===== config.mk =====
export PLATFORM = sky130hd
export DESIGN_NAME = spi_controller_mode
export DESIGN_NICKNAME = d
export VERILOG_FILES = /design/src/rtl/spi_controller_mode.sv
export SDC_FILE = /design/constraint.sdc
export NUM_CORES = 1
export LEC_CHECK = 0
export ABC_AREA = 1
export CAP_MARGIN = 20
export CORE_MARGIN = 2
export CORE_UTILIZATION = 55
export CTS_CLUSTER_SIZE = 25
export DETAILED_ROUTE_END_ITERATION = 10
export HOLD_SLACK_MARGIN = 0.05
export MAX_ROUTING_LAYER = met4
export PLACE_DENSITY_LB_ADDON = 0.08
export SLEW_MARGIN = 25
export SYNTH_ARGS = -nofsm -noshare
export SYNTH_HDL_FRONTEND = slang
export SYNTH_SLANG_ARGS = --single-unit

===== constraint.sdc =====
create_clock -name sys_clk -period 2.4 [get_ports sys_clk]
set_input_delay 0.48 -clock sys_clk [delete_from_list [all_inputs] [get_ports sys_clk]]
set_output_delay 0.48 -clock sys_clk [all_outputs]
set_load 0.03 [all_outputs]

===== src/rtl/spi_controller_mode.sv =====
// SPI controller: one full-duplex MSB-first transfer per start request, with
// run-time CPOL/CPHA, programmable half-period and one-hot-low peripheral select.
module spi_controller_mode #(
  parameter int unsigned SPI_DATA_WIDTH = 8,
  parameter int unsigned PERI_CNT       = 4,
  parameter int unsigned P_ADDR_WIDTH   = 2,
  parameter int unsigned DIV_WIDTH      = 8
) (
  input  logic                      sys_clk,
  input  logic                      sync_rst,
  input  logic                      sys_clk_en,
  input  logic                      start_txn,
  input  logic [SPI_DATA_WIDTH-1:0] tx_data,
  input  logic [P_ADDR_WIDTH-1:0]   p_addr,
  input  logic                      cpol,
  input  logic                      cpha,
  input  logic [DIV_WIDTH-1:0]      clk_div,
  output logic                      busy,
  output logic                      done,
  output logic [SPI_DATA_WIDTH-1:0] rx_data,
  input  logic                      cipo,
  output logic                      copi,
  output logic                      p_clk,
  output logic [PERI_CNT-1:0]       p_sel_n
);

  localparam int unsigned EdgeW = $clog2(2 * SPI_DATA_WIDTH + 1);
  // Edge count before the final p_clk edge of a transfer.
  localparam logic [EdgeW-1:0] LastM1 = EdgeW'(2 * SPI_DATA_WIDTH - 1);

  typedef enum logic [1:0] {StIdle, StSetup, StXfer, StHold} state_e;

  state_e                    state_q, state_d;
  logic [DIV_WIDTH-1:0]      div_cnt_q, div_cnt_d;
  logic [DIV_WIDTH-1:0]      div_q, div_d;
  logic [EdgeW-1:0]          edge_q, edge_d;
  logic [SPI_DATA_WIDTH-1:0] tx_sh_q, tx_sh_d;
  logic [SPI_DATA_WIDTH-1:0] rx_sh_q, rx_sh_d;
  logic [SPI_DATA_WIDTH-1:0] rx_q, rx_d;
  logic                      done_q, done_d;
  logic                      copi_q, copi_d;
  logic                      pclk_q, pclk_d;
  logic [PERI_CNT-1:0]       sel_q, sel_d;
  logic                      cpol_q, cpol_d;
  logic                      cpha_q, cpha_d;

  logic accept;
  logic tick;
  logic edge_fire;

  assign accept = start_txn && (32'(p_addr) < PERI_CNT);
  assign tick   = (div_cnt_q == div_q);

  // State and datapath registers; reset wins over the clock enable.
  always_ff @(posedge sys_clk) begin
    if (sync_rst) begin
      state_q   <= StIdle;
      div_cnt_q <= '0;
      div_q     <= '0;
      edge_q    <= '0;
      tx_sh_q   <= '0;
      rx_sh_q   <= '0;
      rx_q      <= '0;
      done_q    <= 1'b0;
      copi_q    <= 1'b0;
      pclk_q    <= 1'b0;
      sel_q     <= '1;
      cpol_q    <= 1'b0;
      cpha_q    <= 1'b0;
    end else if (sys_clk_en) begin
      state_q   <= state_d;
      div_cnt_q <= div_cnt_d;
      div_q     <= div_d;
      edge_q    <= edge_d;
      tx_sh_q   <= tx_sh_d;
      rx_sh_q   <= rx_sh_d;
      rx_q      <= rx_d;
      done_q    <= done_d;
      copi_q    <= copi_d;
      pclk_q    <= pclk_d;
      sel_q     <= sel_d;
      cpol_q    <= cpol_d;
      cpha_q    <= cpha_d;
    end
  end

  // Next-state: each phase ends when the half-period counter expires.
  always_comb begin
    state_d = state_q;
    unique case (state_q)
      StIdle:  if (accept) state_d = StSetup;
      StSetup: if (tick) state_d = StXfer;
      StXfer:  if (tick && (edge_q == LastM1 + 1'b1)) state_d = StHold;
      StHold:  if (tick) state_d = StIdle;
      default: state_d = StIdle;
    endcase
  end

  // Datapath next values: latch on start, act on each p_clk edge, publish on exit.
  always_comb begin
    div_cnt_d = div_cnt_q;
    div_d     = div_q;
    edge_d    = edge_q;
    tx_sh_d   = tx_sh_q;
    rx_sh_d   = rx_sh_q;
    rx_d      = rx_q;
    done_d    = 1'b0;
    copi_d    = copi_q;
    pclk_d    = pclk_q;
    sel_d     = sel_q;
    cpol_d    = cpol_q;
    cpha_d    = cpha_q;
    edge_fire = 1'b0;

    if (state_q != StIdle) begin
      div_cnt_d = tick ? '0 : div_cnt_q + 1'b1;
    end

    unique case (state_q)
      StIdle: begin
        if (accept) begin
          div_cnt_d = '0;
          div_d     = clk_div;
          edge_d    = '0;
          tx_sh_d   = tx_data;
          rx_sh_d   = '0;
          copi_d    = tx_data[SPI_DATA_WIDTH-1];
          pclk_d    = cpol;
          cpol_d    = cpol;
          cpha_d    = cpha;
          for (int unsigned i = 0; i < PERI_CNT; i++) begin
            sel_d[i] = (32'(p_addr) != i);
          end
        end
      end
      StSetup: edge_fire = tick;
      StXfer:  edge_fire = tick && (edge_q != LastM1 + 1'b1);
      StHold: begin
        if (tick) begin
          done_d = 1'b1;
          rx_d   = rx_sh_q;
          sel_d  = '1;
          pclk_d = cpol_q;
        end
      end
      default: ;
    endcase

    // edge_q even means the edge now firing is a leading edge.
    if (edge_fire) begin
      edge_d = edge_q + 1'b1;
      pclk_d = ~pclk_q;
      if (!edge_q[0]) begin
        if (cpha_q) begin
          copi_d  = tx_sh_q[SPI_DATA_WIDTH-1];
          tx_sh_d = tx_sh_q << 1;
        end else begin
          rx_sh_d = {rx_sh_q[SPI_DATA_WIDTH-2:0], cipo};
        end
      end else begin
        if (cpha_q) begin
          rx_sh_d = {rx_sh_q[SPI_DATA_WIDTH-2:0], cipo};
        end else if (edge_q != LastM1) begin
          copi_d  = tx_sh_q[SPI_DATA_WIDTH-2];
          tx_sh_d = tx_sh_q << 1;
        end
      end
    end
  end

  // Outputs are straight from registers except busy, which decodes the state.
  always_comb begin
    busy    = (state_q != StIdle);
    done    = done_q;
    rx_data = rx_q;
    copi    = copi_q;
    p_clk   = pclk_q;
    p_sel_n = sel_q;
  end

endmodule


==> summary.txt <==
port bufs - 40
fin crit period - 2.11 ns
Core ar. - 5440 µm²
Detailed Route WL - 6.34 mm
largest family of logic cells by synthesized area - simple AND/OR/NAND/NOR gates
# IOs - 41
GR Overflow Total - 0
Clock Latency Late Sink - 0.31 ns
Root Driver - clkbuf_8
Die Width - 78.6 µm
crit start category - register
Initial Utilization - 0.563
TritonCTS clock tree - done
DRT iter0 DRCs - 128
Setup CP Type - reg2reg
CTS buffer count - 5
# Max-Cap Violations - 0
cell taking the most area after synthesis - dfxtp_1
Die Y - 78.6 µm
#FFs+latches synth - 56
detailed-route vias per instance - 5.07
CP max FO - 11
relative slew slack - 0.558
Worst VDD drop - 0.410 mV
Tightest Pin Transition - 0.663 ns
Synth Area in Compound Gates - 0.159
share of post-route cells with drive strength above 1 - 0.0898
Post-synth EDFFs - 0
Rows - 27
Slew Viols, Final - 0
Initial DRT Pass Iterations - 6
vias in the first global route - 2,575
period utilisation layout - 0.880
Avg Inst Size Synth - 6.90 µm²
R2R setup slack - 0.29 ns
Synth area leaders - dfxtp_1 37%, nand2_1 13%, inv_1 8.3%
largest net degree at the start of global routing - 38
Mapped Area - 3060 µm²
Hold Fails Final Rpt - 0
mux cell area share after synthesis - 0.00327
Ant. Diodes - 0
via count - 2,796
arrival time at the worst endpoint - 2.36 ns
Post-Syn Instances - 444
drt wl/cell - 11.5 µm
xor and xnor area share after synthesis - 0.0143
maximum clock rate - 0.474 GHz
Critical Path RT - 2.65 ns
Setup TNS Final - 0 ns
leakage power - 1.49 nW
top cells by count, synth - 110 x nand2_1, 68 x inv_1, 56 x dfxtp_1
count leader, synth - nand2_1
clock sink count - 56
Warnings, synthesis - 0
Clock Skew - 0.00471 ns
Die ar. - 6180 µm²
synth-to-layout area growth - 17.8%
first-pass GRT wire length - 11.1 mm
placed wire-length estimate - 4.50 mm
Hold Path Class - reg2reg
syn nets - 477
Power Density - 738 nW/µm²
hold_ws - 0.451 ns
fin nets - 511
Main synth FF type - dfxtp_1
Clock Path Buffers - 2
status - complete, no violations
clock slew at reported path FFs - 0.09 ns
Post-synth ARST share - 0
Final setup viols - 0
antenna-violating nets left - 0
register area share after synthesis - 0.366
antenna violations before repair - 0
htree depth - 2
Post-Synth Simple-Gate Area - 0.305
Worst setup EP type - register
unrepaired setup endpoints after global routing - false
drt drc - 0
Setup Buffers After CTS - 0
library cells used by synthesis - 31
Synth Area in Adders - 0.0327
placed insts - 543
Total GRT Usage - 0.228
Yosys top cell area share - 0.366
fin cells - 551
RD Place Congestion - 0.853
==> critical path, stage by stage (launching register included) <==
cell and delay (ns):
dfxtp_1 0.45, inv_1 0.12, ha_1 0.21, nand2_1 0.06, inv_1 0.03, nand2_1 0.06, nand2_1 0.08, a21oi_2 0.34
buf_4 0.26, nand3_4 0.13, nand2_1 0.10, nand3_1 0.07, a21oi_1 0.12
==> cell type report <==
type                       instances  area [µm²]
clock inverter                     2        35.0
tap                               72        90.1
inverter                          70         263
timing repair buffer              46         448
clock buffer                       6        72.6
multi-input combinational        299        1580
fill                             504        1830
sequential                        56        1120
==> metal layers <==
| layer | routed length, µm | global-route usage | vias up | part of all wire |
|---|---|---|---|---|
| met3 | 239 | 0.0402 | 5 | 0.038 |
| met4 | 69 | 0.0614 | 0 | 0.011 |
| met1 | 3050 | 0.286 | 1253 | 0.48 |
| met2 | 2980 | 0.379 | 53 | 0.47 |
| met5 | 0 | - | - | 0 |
| li1 | - | - | 1485 | - |
==> repair_timing <==
item                                    CTS  global route
hold buffers                              0             0
gates resized for setup                   0             1
endpoints found under the setup margin    0             1
==> state kept, by name, summed over array words and instances (netlist names) <==
name,count
copi,1
edge_q,5
p_sel_n,4
done,1
cpol_q,1
cpha_q,1
rx_data,8
rx_sh_q,8
state_q,2
div_q,8
p_clk,1
tx_sh_q,8
div_cnt_q,8
==> path summary, 6_finish.rpt <==
kind / startpoint / endpoint / depth (start not counted)
worst max register to register: edge_q[0]$_SDFFE_PP0P_ / rx_sh_q[1]$_SDFFE_PP0P_ / 12
worst min-delay path: cpol_q$_SDFFE_PP0P_ / cpol_q$_SDFFE_PP0P_ / 2
worst max-delay path: edge_q[0]$_SDFFE_PP0P_ / rx_sh_q[1]$_SDFFE_PP0P_ / 12
worst min register to register: cpol_q$_SDFFE_PP0P_ / cpol_q$_SDFFE_PP0P_ / 2
==> cell families (layout without fill, tap and decap cells) <==
| logic type | count (synthesis) | after routing |
|---|---|---|
| AOI/OAI and AO/OA | 81 | 81 |
| xor gates and xnor gates | 5 | 5 |
| adders and majority gates | 8 | 8 |
| buffers and inverters | 89 | 124 |
| DFF | 56 | 56 |
| muxes | 1 | 1 |
| and+or+nand+nor | 204 | 204 |
==> cells in the final DEF, fill, tap and decap left out, types with 6 or more instances in the layout <==
master / netlist / routed
nand2_1: 110 / 110
inv_1: 68 / 68
dfxtp_1: 56 / 56
a21oi_1: 41 / 41
clkdlybuf4s50_1: 0 / 39
nor2_1: 30 / 30
o21ai_0: 25 / 25
nand3_1: 24 / 24
nand4_1: 15 / 15
a211oi_2: 8 / 8
ha_1: 8 / 8
nor3_1: 7 / 7
buf_4: 2 / 6
==> where the power goes <==
| part | switching, W | total, W | internal [W] | leakage (nW) |
|---|---|---|---|---|
| clock network | 0.000300 | 0.000610 | 0.000310 | 0.0552 |
| logic | 0.000630 | 0.000968 | 0.000338 | 0.977 |
| registers | 0.0000613 | 0.00108 | 0.00102 | 0.455 |
==> through the flow <==
step                total power, W  utilization  setup slack (ns)  area [µm²]
floorplan                  0.00185            -             0.502        3060
global placement           0.00206        0.643             0.302        3500
detailed placement         0.00208        0.643             0.233        3500
CTS                        0.00269        0.663            0.0490        3600
global route               0.00286        0.663            0.0821        3610
finish                     0.00266        0.663             0.288        3610
No activity file was read; power rests on OpenSTA's default activity.
